## config.mk

```make
export PLATFORM = sky130hd
export DESIGN_NAME = alu_exec_unit
export DESIGN_NICKNAME = d
export VERILOG_FILES = /design/src/rtl/alu_exec_pkg.sv /design/src/rtl/alu_op_decode.sv /design/src/rtl/alu_exec_unit.sv
export SDC_FILE = /design/constraint.sdc
export NUM_CORES = 1
export LEC_CHECK = 0
export CORE_MARGIN = 5
export CORE_UTILIZATION = 38
export CTS_CLUSTER_SIZE = 12
export DETAILED_ROUTE_END_ITERATION = 10
export GPL_TIMING_DRIVEN = 0
export PLACE_DENSITY = 0.67
export SLEW_MARGIN = 20
export SYNTH_ARGS = -nofsm -noshare
export SYNTH_HDL_FRONTEND = slang
export SYNTH_SLANG_ARGS = --single-unit
```

## constraint.sdc

```tcl
create_clock -name clk -period 4.75 [get_ports clk]
set_input_delay 1.1875 -clock clk [delete_from_list [all_inputs] [get_ports clk]]
set_output_delay 1.1875 -clock clk [all_outputs]
set_load 0.01 [all_outputs]
```

## src/rtl/alu_exec_pkg.sv

```systemverilog
// Shared op, encoding and FSM types for the execute-stage ALU.
package alu_exec_pkg;

  typedef enum logic [4:0] {
    OP_ADD, OP_SUB, OP_AND, OP_OR, OP_XOR, OP_SLL, OP_SRL, OP_SRA, OP_SLT, OP_SLTU,
    OP_MUL, OP_MULH, OP_MULHSU, OP_MULHU, OP_DIV, OP_DIVU, OP_REM, OP_REMU, OP_ILLEGAL
  } alu_op_e;

  localparam logic [1:0] ALUOP_ADD    = 2'b00;
  localparam logic [1:0] ALUOP_RTYPE  = 2'b01;
  localparam logic [1:0] ALUOP_ITYPE  = 2'b10;
  localparam logic [1:0] ALUOP_BRANCH = 2'b11;

  localparam logic [6:0] F7_BASE   = 7'b0000000;
  localparam logic [6:0] F7_ALT    = 7'b0100000;
  localparam logic [6:0] F7_MULDIV = 7'b0000001;

  typedef enum logic [1:0] {S_IDLE, S_BUSY, S_FIX, S_DONE} state_e;

  function automatic alu_op_e base_op(input logic [2:0] f3);
    alu_op_e op;
    case (f3)
      3'b000:  op = OP_ADD;
      3'b001:  op = OP_SLL;
      3'b010:  op = OP_SLT;
      3'b011:  op = OP_SLTU;
      3'b100:  op = OP_XOR;
      3'b101:  op = OP_SRL;
      3'b110:  op = OP_OR;
      default: op = OP_AND;
    endcase
    return op;
  endfunction

  function automatic alu_op_e muldiv_op(input logic [2:0] f3);
    alu_op_e op;
    case (f3)
      3'b000:  op = OP_MUL;
      3'b001:  op = OP_MULH;
      3'b010:  op = OP_MULHSU;
      3'b011:  op = OP_MULHU;
      3'b100:  op = OP_DIV;
      3'b101:  op = OP_DIVU;
      3'b110:  op = OP_REM;
      default: op = OP_REMU;
    endcase
    return op;
  endfunction

  function automatic logic is_div_op(input alu_op_e op);
    return op inside {OP_DIV, OP_DIVU, OP_REM, OP_REMU};
  endfunction

endpackage

```

## src/rtl/alu_op_decode.sv

```systemverilog
// Combinational ALUOp/funct3/funct7 decode. M ops decode only when RV_M_EXT_EN is defined.
module alu_op_decode
  import alu_exec_pkg::*;
(
  input  logic [1:0] alu_op,
  input  logic [2:0] funct3,
  input  logic [6:0] funct7,
  output alu_op_e    op,
  output logic       is_multicycle
);

  always_comb begin
    op            = OP_ILLEGAL;
    is_multicycle = 1'b0;
    case (alu_op)
      ALUOP_ADD:    op = OP_ADD;
      ALUOP_BRANCH: op = OP_SUB;
      ALUOP_RTYPE: begin
        case (funct7)
          F7_BASE: op = base_op(funct3);
          F7_ALT: begin
            if (funct3 == 3'b000)      op = OP_SUB;
            else if (funct3 == 3'b101) op = OP_SRA;
          end
`ifdef RV_M_EXT_EN
          F7_MULDIV: begin
            op            = muldiv_op(funct3);
            is_multicycle = 1'b1;
          end
`else
          F7_MULDIV: op = OP_ILLEGAL;
`endif
          default: op = OP_ILLEGAL;
        endcase
      end
      default: begin
        // Immediate forms: funct7 only matters for the shift encodings.
        if (funct3 == 3'b001)      op = (funct7 == F7_BASE) ? OP_SLL : OP_ILLEGAL;
        else if (funct3 == 3'b101) op = funct7[5] ? OP_SRA : OP_SRL;
        else                       op = base_op(funct3);
      end
    endcase
  end

endmodule

```

## src/rtl/alu_exec_unit.sv

```systemverilog
// Execute-stage ALU with valid/ready handshake; optional iterative mul/div
// datapath enabled by RV_M_EXT_EN.
module alu_exec_unit
  import alu_exec_pkg::*;
#(
  parameter int unsigned XLEN    = 32,
  parameter int unsigned SHAMT_W = $clog2(XLEN)
) (
  input  logic            clk,
  input  logic            rst_n,
  input  logic            flush,
  input  logic            in_valid,
  output logic            in_ready,
  input  logic [1:0]      alu_op,
  input  logic [2:0]      funct3,
  input  logic [6:0]      funct7,
  input  logic [XLEN-1:0] a,
  input  logic [XLEN-1:0] b,
  output logic            out_valid,
  input  logic            out_ready,
  output logic [XLEN-1:0] result,
  output logic            zero,
  output logic            illegal
);

  state_e          state_q, state_d;
  alu_op_e         dec_op;
  logic            dec_multi;
  logic            accept;
  logic [XLEN-1:0] alu_res;
  logic [XLEN-1:0] result_q;
  logic            zero_q, illegal_q;
  logic [SHAMT_W-1:0] shamt;

  alu_op_decode u_decode (
    .alu_op       (alu_op),
    .funct3       (funct3),
    .funct7       (funct7),
    .op           (dec_op),
    .is_multicycle(dec_multi)
  );

  assign shamt = b[SHAMT_W-1:0];

  always_comb begin
    alu_res = '0;
    case (dec_op)
      OP_ADD:  alu_res = a + b;
      OP_SUB:  alu_res = a - b;
      OP_AND:  alu_res = a & b;
      OP_OR:   alu_res = a | b;
      OP_XOR:  alu_res = a ^ b;
      OP_SLL:  alu_res = a << shamt;
      OP_SRL:  alu_res = a >> shamt;
      OP_SRA:  alu_res = $signed(a) >>> shamt;
      OP_SLT:  alu_res = {{(XLEN-1){1'b0}}, $signed(a) < $signed(b)};
      OP_SLTU: alu_res = {{(XLEN-1){1'b0}}, a < b};
      default: alu_res = '0;
    endcase
  end

`ifdef RV_M_EXT_EN
  localparam int unsigned CNT_W = $clog2(XLEN) + 1;

  // acc_q low half holds multiplier/dividend, high half partial product/remainder.
  logic [2*XLEN-1:0] acc_q, acc_step, prod;
  logic [XLEN-1:0]   opnd_q, a_mag, b_mag, quo, rem, fix_res;
  logic [XLEN:0]     mul_sum, div_shift, div_diff;
  logic [CNT_W-1:0]  cnt_q;
  alu_op_e           op_q;
  logic              q_neg_q, r_neg_q, b_zero_q;
  logic              a_neg, b_neg, div_ge;

  always_comb begin
    a_neg = (dec_op inside {OP_MULH, OP_MULHSU, OP_DIV, OP_REM}) && a[XLEN-1];
    b_neg = (dec_op inside {OP_MULH, OP_DIV, OP_REM}) && b[XLEN-1];
    a_mag = a_neg ? -a : a;
    b_mag = b_neg ? -b : b;

    mul_sum   = {1'b0, acc_q[2*XLEN-1:XLEN]} + (acc_q[0] ? {1'b0, opnd_q} : '0);
    div_shift = {acc_q[2*XLEN-1:XLEN], acc_q[XLEN-1]};
    div_diff  = div_shift - {1'b0, opnd_q};
    div_ge    = div_shift >= {1'b0, opnd_q};
    if (is_div_op(op_q))
      acc_step = {div_ge ? div_diff[XLEN-1:0] : div_shift[XLEN-1:0], acc_q[XLEN-2:0], div_ge};
    else
      acc_step = {mul_sum, acc_q[XLEN-1:1]};

    prod = q_neg_q ? -acc_q : acc_q;
    quo  = b_zero_q ? '1 : (q_neg_q ? -acc_q[XLEN-1:0] : acc_q[XLEN-1:0]);
    rem  = r_neg_q ? -acc_q[2*XLEN-1:XLEN] : acc_q[2*XLEN-1:XLEN];
    case (op_q)
      OP_MUL:                       fix_res = prod[XLEN-1:0];
      OP_MULH, OP_MULHSU, OP_MULHU: fix_res = prod[2*XLEN-1:XLEN];
      OP_DIV, OP_DIVU:              fix_res = quo;
      default:                      fix_res = rem;
    endcase
  end

  always_ff @(posedge clk or negedge rst_n) begin
    if (!rst_n) begin
      acc_q    <= '0;
      opnd_q   <= '0;
      cnt_q    <= '0;
      op_q     <= OP_ADD;
      q_neg_q  <= 1'b0;
      r_neg_q  <= 1'b0;
      b_zero_q <= 1'b0;
    end else if (accept && dec_multi) begin
      acc_q    <= {{XLEN{1'b0}}, is_div_op(dec_op) ? a_mag : b_mag};
      opnd_q   <= is_div_op(dec_op) ? b_mag : a_mag;
      cnt_q    <= '0;
      op_q     <= dec_op;
      q_neg_q  <= a_neg ^ b_neg;
      r_neg_q  <= a_neg;
      b_zero_q <= (b == '0);
    end else if (state_q == S_BUSY) begin
      acc_q <= acc_step;
      cnt_q <= cnt_q + 1'b1;
    end
  end
`endif

  always_ff @(posedge clk or negedge rst_n) begin
    if (!rst_n) state_q <= S_IDLE;
    else        state_q <= state_d;
  end

  always_comb begin
    state_d  = state_q;
    in_ready = (state_q == S_IDLE) || ((state_q == S_DONE) && out_ready);
    accept   = in_valid && in_ready && !flush;
    case (state_q)
      S_IDLE: if (accept) state_d = dec_multi ? S_BUSY : S_DONE;
`ifdef RV_M_EXT_EN
      S_BUSY: if (cnt_q == CNT_W'(XLEN - 1)) state_d = S_FIX;
      S_FIX:  state_d = S_DONE;
`endif
      S_DONE: if (out_ready) state_d = accept ? (dec_multi ? S_BUSY : S_DONE) : S_IDLE;
      default: state_d = S_IDLE;
    endcase
    if (flush) state_d = S_IDLE;
  end

  always_ff @(posedge clk or negedge rst_n) begin
    if (!rst_n) begin
      result_q  <= '0;
      zero_q    <= 1'b0;
      illegal_q <= 1'b0;
    end else if (accept && !dec_multi) begin
      result_q  <= alu_res;
      zero_q    <= (alu_res == '0);
      illegal_q <= (dec_op == OP_ILLEGAL);
    end
`ifdef RV_M_EXT_EN
    else if (state_q == S_FIX) begin
      result_q  <= fix_res;
      zero_q    <= (fix_res == '0);
      illegal_q <= 1'b0;
    end
`endif
  end

  assign out_valid = (state_q == S_DONE);
  assign result    = result_q;
  assign zero      = zero_q;
  assign illegal   = illegal_q;

endmodule

```

=== Word-level counts from Yosys, hierarchy flattened ===
Cells that the tools add are included.

* Input bits: 81
* Output and inout port bits: 36
* Word-level logic and storage cells: 64
* Register bits after elaboration: 36

* Reduce and logical (&&, ||, !) cells: 12
* Muxes and demuxes: 16
* Bitwise gates (word level): 3
* Shift operators: 3
* Order comparisons: 2
* Add/subtract/negate cells: 2
* Equality and inequality tests: 22

{| class="wikitable"
|+ Operators by type and width
! cell !! number
|-
| 32-bit case mux with 10 select lines || 1
|-
| 32-bit less-than comparator || 2
|-
| 32-bit adder || 1
|-
| 32-bit bitwise AND || 1
|-
| 32-bit zero test || 1
|-
| 32-bit OR || 1
|-
| 32-bit by 5-bit left shift with 32-bit output || 1
|-
| 32-bit by 5-bit >> shifter with 32-bit output || 1
|-
| 32-bit by 5-bit >>> shifter with 32-bit output || 1
|-
| 32-bit subtractor || 1
|-
| 32-bit XOR || 1
|-
| 4-bit case mux with 7 select lines || 1
|-
| 5-bit two-way mux || 5
|-
| 5-bit by 3-bit equality test with 1-bit output (second input constant) || 4
|-
| 4-bit case mux with 5 select lines || 1
|-
| 5-bit case mux with 3 select lines || 1
|-
| 5-bit by 2-bit equality test with 1-bit output (second input constant) || 2
|-
| 5-bit by 4-bit equality test with 1-bit output (second input constant) || 2
|-
| 5-bit case mux with 2 select lines || 1
|-
| 3-bit equality test (second input constant) || 3
|-
| 2-bit two-way mux || 4
|-
| 7-bit by 6-bit equality test with 1-bit output (second input constant) || 1
|-
| 7-bit zero test || 1
|-
| 3-bit by 2-bit equality test with 1-bit output (second input constant) || 2
|-
| 16 further kinds || 20
|}

=== Logic depth before layout (Yosys ltp) ===
Gate-level depths: netlist of the first run.

* Depth in word-level cells: 9
* Gate-level depth with buffers: 19
* Gate-level depth less buffers: 15

=== Hierarchy ===
A second synthesis of the first run with hierarchy kept.

* Cells, all modules: 1533
* Area total of the unflattened synthesis: 10945.5 sq um

{| class="wikitable"
|+ Modules (own cells, without submodules)
! module !! times used !! area an instance (sq um) !! cells each !! seq. area each (sq um)
|-
| alu_exec_unit || 1 || 10672.7 || 1490 || 900.9
|-
| alu_op_decode || 1 || 272.8 || 43 || 0.0
|}

=== Least setup slack after synthesis of the first run ===
No wires, ideal clock.

* Path kind: input-to-reg
* Start point: in b[3]
* End point: reg zero_q (netlist: zero)
* Library setup time: 0.095 ns
* Buffers on the path: 5
* Data required time: 4.655 ns
* Cell stages on the path: 19
* Arrival: 5.395 ns
* Path slack: -0.741 ns
* Cells stage by stage: clkbuf_1 clkinv_1 clkbuf_1 clkbuf_1 buf_1 ha_1 clkbuf_1 nor2_1 a2111o_1 nand3b_1 a2111oi_0 o31a_1 a221oi_1 nand2_1 o21ai_1 or3_1 a2111oi_0 nand4_1 o32ai_2

* Word-level cells in the longest chain between the ends: 3
* Elaborated cells on any way between the ends: 12
* Those cells by class: 2 x add/sub; 2 x order compare; 3 x shift; 1 x mux; 3 x bitwise; 1 x reduce/logical

{| class="wikitable"
|+ Ends and longest elaborated chain
! what !! RTL line !! RTL
|-
| start: declaration || alu_exec_unit.sv:18 || <nowiki>input logic [XLEN-1:0] b,</nowiki>
|-
| 32-bit subtractor, or another cell as far along || alu_exec_unit.sv:49 || <nowiki>OP_SUB: alu_res = a - b;</nowiki>
|-
| 32-bit case mux with 10 select lines * || alu_exec_unit.sv:47 || <nowiki>case (dec_op)</nowiki>
|-
| 32-bit zero test * || alu_exec_unit.sv:152 || <nowiki>zero_q <= (alu_res == '0);</nowiki>
|-
| end signal: assignment || alu_exec_unit.sv:152 ||
|-
| end: declaration || alu_exec_unit.sv:32 || <nowiki>logic zero_q, illegal_q;</nowiki>
|}

Every way passes the cells marked *; elsewhere a longest branch is shown, timed or not.
A chain may end at the register's enable or synchronous reset.

=== Worst setup path in the final report of the first run ===
* Start point: in funct7[0]
* End point: reg zero_q (netlist: zero)

* Word-level cells in the longest chain between the ends: 7
* Elaborated cells on any way between the ends: 18
* Those cells by class: 10 x eq/ne; 5 x mux; 3 x reduce/logical

{| class="wikitable"
|+ Ends and longest elaborated chain
! what !! RTL line !! RTL
|-
| start: declaration || alu_exec_unit.sv:16 || <nowiki>input logic [6:0] funct7,</nowiki>
|-
| 7-bit zero test || alu_op_decode.sv:19, alu_op_decode.sv:38 ||
|-
| 5-bit two-way mux (2 in a row) || alu_op_decode.sv:38 || <nowiki>if (funct3 == 3'b001) op = (funct7 == F7_BASE) ? OP_SLL : OP_ILLEGAL;</nowiki>
|-
| 5-bit case mux with 3 select lines * || alu_op_decode.sv:15 || <nowiki>case (alu_op)</nowiki>
|-
| 5-bit by 4-bit equality test with 1-bit output, or another cell as far along || alu_exec_unit.sv:47 ||
|-
| 32-bit case mux with 10 select lines * || alu_exec_unit.sv:47 ||
|-
| 32-bit zero test * || alu_exec_unit.sv:152 ||
|}

Marked as above.

==> impl_metrics.yaml, run 1 <==
status:
  status: "finished with violations"
  violations: "setup timing"
clock_tree:
  clkSlewWorstSetupHoldPaths_ns: 0.06
  hold_buffers: 0
  cts_tree: "built"
  cts-root-buf: "clkbuf_16"
  cts_max_level: 2
  clock_latency_ns: 0.28
  cts_max_path_buffers: 2
  numCtsBuffers: 5
  cts.sinks: 35
timing:
  setup_ws_ns: -0.186
  period_needed_ns: 4.94
  maxSlewViolCount: 0
  setup_viol: 1
  rsz0062_at_grt: "true"
  tightestPinTransition_ns: 1.16
  hold_viol: 0
  layout_worst_path_cycle_share: 1.04
  finClkSkew_ns: 0.00223
  fmax_ghz: 0.203
  slew_headroom: 0.226
power:
  p_total_mw: 2.88
  powerDensity_nw_per_um2: 197
  leakagePower_nw: 6.05
  ir_drop_v: 0.000147
min_path:
  hold-path-endpoint: "result[16]"
  whs_path_depth: 1
  min-delay-start: "result[16]"
  hold_class: "reg -> reg"
place:
  place.gp.congestion: 1.09
  place.detailed.hpwl_mm: 49.4
  port_buffers: 115
  dp.cells: 1999
worst_setup_path:
  crit_fanout: 5
  crit_path_end_kind: "flop"
  crit_buf_inv: 3
  r2r_cells: 5
  worstSetupPathType: "in -> reg"
  slowest_delay_ns: 0.61
  crit_path_top_delay_cell: "a21oi_1"
  r2r_start: "state_q[0]"
  worst_ep_arrival_time_ns: 5.07
  cp_top_family: "simple AND/OR/NAND/NOR gates"
  reg2reg_to: "result[13]"
  cp_cell_sequence: "buf_2 -> or4_4 -> or3_4 -> buf_8 -> o32a_1 -> buf_6 -> a21oi_1 -> nand2_2 -> o221ai_1 -> a211oi_2 -> and4_1 -> nand4_1 -> nor4_4 -> nand4_1 -> o32ai_2"
  critPathRequiredTime_ns: 4.89
  crit_top_cell: "nand4_1"
  ff2ff_setup_slack_ns: 2.34
  startpoint_type: "input pin"
global_routing:
  use_met1: 0.507
  busiest_layer: "met2"
  grt_pass1_vias: 14029
  grt_start_max_net_pins: 29
  grt.met2_usage: 0.561
  grt_pass1_wl_mm: 94.2
  overflow: 0
  groute.layer.met3.usage: 0.0875
  grt.total_usage: 0.380
  antenna_found_initial: 2
route:
  post-route-drc-count: 0
  viasPerCell: 6.97
  drt_wl_total_mm: 65.1
  num_vias: 14493
  first_iter_violations: 2289
  wl_per_cell_um: 31.3
  ant_nets: 0
  first_pass_iters: 8
synthesis:
  yosysSeqAreaShare: 0.0803
  yosysUniqueCellTypes: 90
  async_reset_ff_frac: 1.00
  synth_seq_cells: 35
  syn_nets: 1679
  synth-edff-count: 0
  synth_top_flop_cell: "dfrtp_1"
  syn-instance-count: 1499
  ys_warn_count: 0
  avgSynthCellArea_sq_um: 7.28
  syn_area_sq_um: 10900
run:
  max_cap_violations: 0
die:
  die_w_um: 179
  fp.coreArea_sq_um: 28500
  die_area_sq_um: 32200
  io_pins: 117
  rows: 62
  die_h_um: 179
  initial_core_util: 0.382
final_layout:
  nets: 1875
  drive_gt1_frac: 0.237
  diodes: 0
  syn2layout_area_growth_pct: 34.1
  nFillCells: 2825
  instances_no_fill: 2080
## cell families (layout without fill, tap and decap cells)
| group | Yosys count | count (layout) | share of synthesized area |
|---|---|---|---|
| compound gates | 504 | 504 | 0.314 |
| xor+xnor | 21 | 21 | 0.0169 |
| fa+ha+maj | 99 | 99 | 0.115 |
| buf+inv | 218 | 415 | 0.0801 |
| flops | 35 | 35 | 0.0803 |
| mux | 128 | 128 | 0.182 |
| simple gates | 494 | 494 | 0.212 |
## how the worst max path moves through the flow
stage	cells past startpoint	startpoint	slack, ns	end
6_report	15	funct7[0]	-0.19	zero
5_1_grt	17	funct7[2]	-0.19	zero
4_1_cts	20	b[3]	-0.003	zero
3_5_place_dp	16	b[1]	-2.88	zero
3_3_place_gp	16	b[1]	-2.85	zero
2_1_floorplan	18	b[3]	0.006	zero
## flip-flops by register name (all words and copies together) (netlist names)
register  cells
illegal       1
zero          1
result       32
state_q       1
## worst register-to-register path, stage by stage (launching register included)
cell      delay (ns)
dfrtp_1         0.37
nor2b_1         0.15
nor3b_1         0.42
clkbuf_1        0.62
clkbuf_1        0.53
a31oi_1         0.17
## cells in the final DEF, fill, tap and decap left out, types with 9 or more instances in the layout
| cell type | count |
|---|---|
| dfrtp_1 | 35 |
| a21o_1 | 16 |
| nand3_1 | 32 |
| o211ai_1 | 28 |
| buf_6 | 15 |
| buf_2 | 17 |
| inv_1 | 94 |
| o21bai_1 | 9 |
| or3_1 | 9 |
| clkbuf_2 | 12 |
| xnor2_1 | 15 |
| o22ai_1 | 14 |
| clkbuf_8 | 14 |
| a21oi_1 | 127 |
| a211o_1 | 13 |
| buf_12 | 9 |
| nor3_1 | 22 |
| a211oi_1 | 20 |
| mux2_2 | 21 |
| nor2_1 | 154 |
| a211oi_2 | 9 |
| mux4_2 | 54 |
| nand2b_1 | 9 |
| o21ai_1 | 10 |
| o21ai_0 | 80 |
| a31oi_1 | 19 |
| clkbuf_1 | 30 |
| clkdlybuf4s15_2 | 16 |
| mux2i_1 | 47 |
| nand2_1 | 144 |
| and3_1 | 18 |
| clkbuf_16 | 9 |
| buf_4 | 86 |
| clkdlybuf4s50_1 | 77 |
| nor2b_1 | 14 |
| ha_1 | 89 |
## metrics by stage
step	setup WS, ns	area, sq um	setup TNS (ns)	utilization	hold WS (ns)
5_1_grt	-0.191	14600	-0.191	0.513	0.539
6_report	-0.186	14600	-0.186	0.513	0.511
2_1_floorplan	0.00552	11000	0	-	0.550
3_5_place_dp	-2.88	12600	-43.28	0.442	0.499
3_3_place_gp	-2.85	12600	-42.75	0.441	0.496
4_1_cts	-0.00268	14400	-0.00268	0.506	0.513
## layer usage
metal	part of all wire	vias to the layer above
met2	0.41	1291
met5	0.00032	-
met1	0.38	6853
li1	-	6011
met3	0.13	334
met4	0.084	4
## synth_stat cells, types with 7 or more instances
master       n  area share
a2111oi_0   11      0.0088
a211o_1     13       0.010
a211oi_1    29       0.020
a21o_1      16       0.011
a21oi_1    135       0.062
a221oi_1     8      0.0064
a311oi_1    11      0.0088
a31oi_1     20       0.011
and2_1      10      0.0057
and3_1      19       0.011
and4_1       7      0.0056
buf_1       14      0.0048
buf_2       24       0.011
clkbuf_1    77       0.026
dfrtp_1     35       0.080
ha_1        97        0.11
inv_1       95       0.033
mux2_2      21       0.022
mux2i_1     53       0.049
mux4_2      54        0.11
nand2_1    150       0.052
nand2b_1    10      0.0057
nand3_1     33       0.015
nand4_1      8      0.0046
nor2_1     162       0.056
nor2b_1     15      0.0086
nor3_1      28       0.013
nor4_1      12      0.0069
o2111ai_1    8      0.0064
o211ai_1    28       0.019
o21a_1       9      0.0062
o21ai_0     92       0.042
o21bai_1    12      0.0083
o22ai_1     16      0.0092
o31ai_1      7      0.0048
or3_1       11      0.0063
or4_1        7      0.0048
xnor2_1     15       0.012
## area by class of cell
cell class / count / area [sq um] / area share
Clock inverter: 2 / 35.0 / 0.00239
Sequential cell: 35 / 876 / 0.0599
Inverter: 99 / 399 / 0.0273
Multi-Input combinational cell: 1246 / 9920 / 0.678
Timing Repair Buffer: 197 / 1850 / 0.126
Clock buffer: 6 / 139 / 0.00949
Buffer: 111 / 932 / 0.0637
Tap cell: 384 / 480 / 0.0328
## power by group
group	internal (mW)	switching, mW
Combinational	0.847	1.23
Sequential	0.366	0.0377
Clock	0.261	0.135
Total	1.47	1.40
## timing repair
item                                    in CTS  in global routing
pin swaps                                   53                 16
gates cloned                                 1                  0
setup buffers                               73                  7
resized for setup                          368                 43
endpoints found under the setup margin      33                  4
Note: power is estimated with default switching activity, not from simulation.
==> run 2: changes to the inputs <==
--- a/config.mk
+++ b/config.mk
@@ -5,12 +5,13 @@
 export SDC_FILE = /design/constraint.sdc
 export NUM_CORES = 1
 export LEC_CHECK = 0
-export CORE_MARGIN = 5
-export CORE_UTILIZATION = 38
+export CORE_MARGIN = 2
+export CORE_UTILIZATION = 40
 export CTS_CLUSTER_SIZE = 12
 export DETAILED_ROUTE_END_ITERATION = 10
 export GPL_TIMING_DRIVEN = 0
-export PLACE_DENSITY = 0.67
+export HOLD_SLACK_MARGIN = 0.06
+export PLACE_DENSITY = 0.7
 export SLEW_MARGIN = 20
 export SYNTH_ARGS = -nofsm -noshare
 export SYNTH_HDL_FRONTEND = slang
==> impl_metrics.yaml, run 2 (synthesized netlist as in run 1, its figures left out) <==
status:
  status: "finished with violations"
  violations: "setup timing"
final_layout:
  ff_latch_area_sq_um: 876
  final_cell_mix: "nor2_1, nand2_1, a21oi_1"
  nFillCells: 2587
  drive_gt1_frac: 0.241
  syn2layout_area_growth_pct: 34.5
  multi_input_area_sq_um: 10000
  largest_reg_flops: 32
  nets: 1876
  diodes: 0
  fin_area_sq_um: 14700
  final_common_cell: "nor2_1"
timing:
  rsz0062_at_grt: "true"
  setup_viol: 1
  setup_ws_ns: -0.315
  slew_headroom: 0.239
  maxSlewViolCount: 0
  fmax_ghz: 0.197
  layout_worst_path_cycle_share: 1.07
  period_needed_ns: 5.07
  finClkSkew_ns: 0.0122
  tightestPinTransition_ns: 1.13
  hold_viol: 0
power:
  ir_drop_v: 0.000118
  leakagePower_nw: 6.08
  powerDensity_nw_per_um2: 197
  p_total_mw: 2.89
worst_setup_path:
  crit_path_end_kind: "flop"
  crit_fanout: 9
  startpoint_type: "input pin"
  ff2ff_setup_slack_ns: 2.37
  critPathRequiredTime_ns: 4.95
  worstSetupPathType: "in -> reg"
  worst_ep_arrival_time_ns: 5.26
route:
  first_pass_iters: 5
  post-route-drc-count: 0
  num_vias: 14384
  wl_per_cell_um: 32.9
  first_iter_violations: 2156
  ant_nets: 0
  viasPerCell: 7.06
  drt_wl_total_mm: 67.1
global_routing:
  overflow: 0
  grt.total_usage: 0.461
  grt_pass1_vias: 13969
  antenna_found_initial: 1
  grt_start_max_net_pins: 25
  grt_pass1_wl_mm: 95.8
clock_tree:
  cts_max_path_buffers: 2
  clock_latency_ns: 0.30
  cts_tree: "built"
  cts-root-buf: "clkbuf_16"
  clkSlewWorstSetupHoldPaths_ns: 0.06
  numCtsBuffers: 5
  cts_max_level: 2
  cts.sinks: 35
die:
  die_area_sq_um: 28600
  rows: 60
  io_pins: 117
  fp.coreArea_sq_um: 26900
  die_w_um: 169
  initial_core_util: 0.406
  die_h_um: 169
min_path:
  hold_class: "reg -> reg"
place:
  placed_area_sq_um: 12600
  place.detailed.hpwl_mm: 51.4
  place.gp.congestion: 1.07
  port_buffers: 115
run:
  max_cap_violations: 0
==> run 2: cell types whose count changed in the layout (fill, tap and decap cells not counted), moves of 3 or more <==
cell,delta
o21ai_0,-5
clkdlybuf4s50_1,+3
mux2i_2,-3
a21oi_2,-4
mux2i_1,+3
a21oi_4,+5
o21ai_1,+3
ha_2,+4
ha_1,-3
==> run 2: layer usage <==
metal / part of all wire / up-vias / global-route usage
met5: 0.00092 / - / 0.0139
met2: 0.41 / 1174 / 0.669
met1: 0.39 / 6939 / 0.589
li1: - / 6005 / -
met3: 0.13 / 264 / 0.169
met4: 0.070 / 2 / 0.262
==> run 2: cell type report <==
cell class	count	share of cell area
plain buffers	111	0.0656
clock buffers	8	0.0107
inverters	99	0.0275
multi-input cells	1246	0.681
flip-flops and latches	35	0.0597
well taps	341	0.0291
repair buffers	198	0.126
==> run 2: critical path: stages <==
cell and delay [ns]:
clkdlybuf4s50_1 0.67, mux4_2 0.61, mux2i_4 0.27, and2_1 0.29, a311oi_1 0.11, a221o_1 0.34
a211o_4 0.39, nor4_4 0.28, nand4_1 0.25, nor4_4 0.43, nand4_1 0.18, o32ai_2 0.23
==> run 2: through the flow <==
stage	hold slack, ns	worst slack (ns)	instances	util	setup TNS (ns)
6_report	0.507	-0.315	2038	0.546	-0.315
2_1_floorplan	0.550	0.00552	1499	-	0
4_1_cts	0.510	-0.0150	2036	0.543	-0.0150
3_5_place_dp	0.498	-2.68	1956	0.467	-44.75
3_3_place_gp	0.494	-2.75	1955	0.467	-44.78
5_1_grt	0.526	-0.383	2038	0.546	-0.446
==> run 2: worst paths after layout <==
check,depth (start not counted),endpoint,start
setup / recovery,12,zero,a[21]
hold / removal,1,result[12],result[12]
setup reg to reg,5,zero,state_q[0]
min in group asynchronous,1,result[7],rst_n
max in group asynchronous,2,result[21],rst_n
hold reg to reg,1,result[12],result[12]
==> run 2: what timing repair did <==
action,CTS,global route
endpoints found under the setup margin,33,6
hold buffers,0,0
pin swaps,62,11
buffers inserted,78,3
gates cloned,1,0
resized for setup,412,33
==> run 2: power breakdown <==
part | internal, mW | total (mW) | switching, mW
sequential | 0.366 | 0.402 | 0.0363
combinational | 0.866 | 2.13 | 1.26
clock | 0.224 | 0.361 | 0.138
==> run 3: changes to the inputs <==
--- a/config.mk
+++ b/config.mk
@@ -10,7 +10,7 @@
 export CTS_CLUSTER_SIZE = 12
 export DETAILED_ROUTE_END_ITERATION = 10
 export GPL_TIMING_DRIVEN = 0
-export HOLD_SLACK_MARGIN = 0.06
+export HOLD_SLACK_MARGIN = 0.15
 export PLACE_DENSITY = 0.7
 export SLEW_MARGIN = 20
 export SYNTH_ARGS = -nofsm -noshare
==> results of run 3 <==
Same layout as run 2: the final DEF is identical, and so are final timing and power.
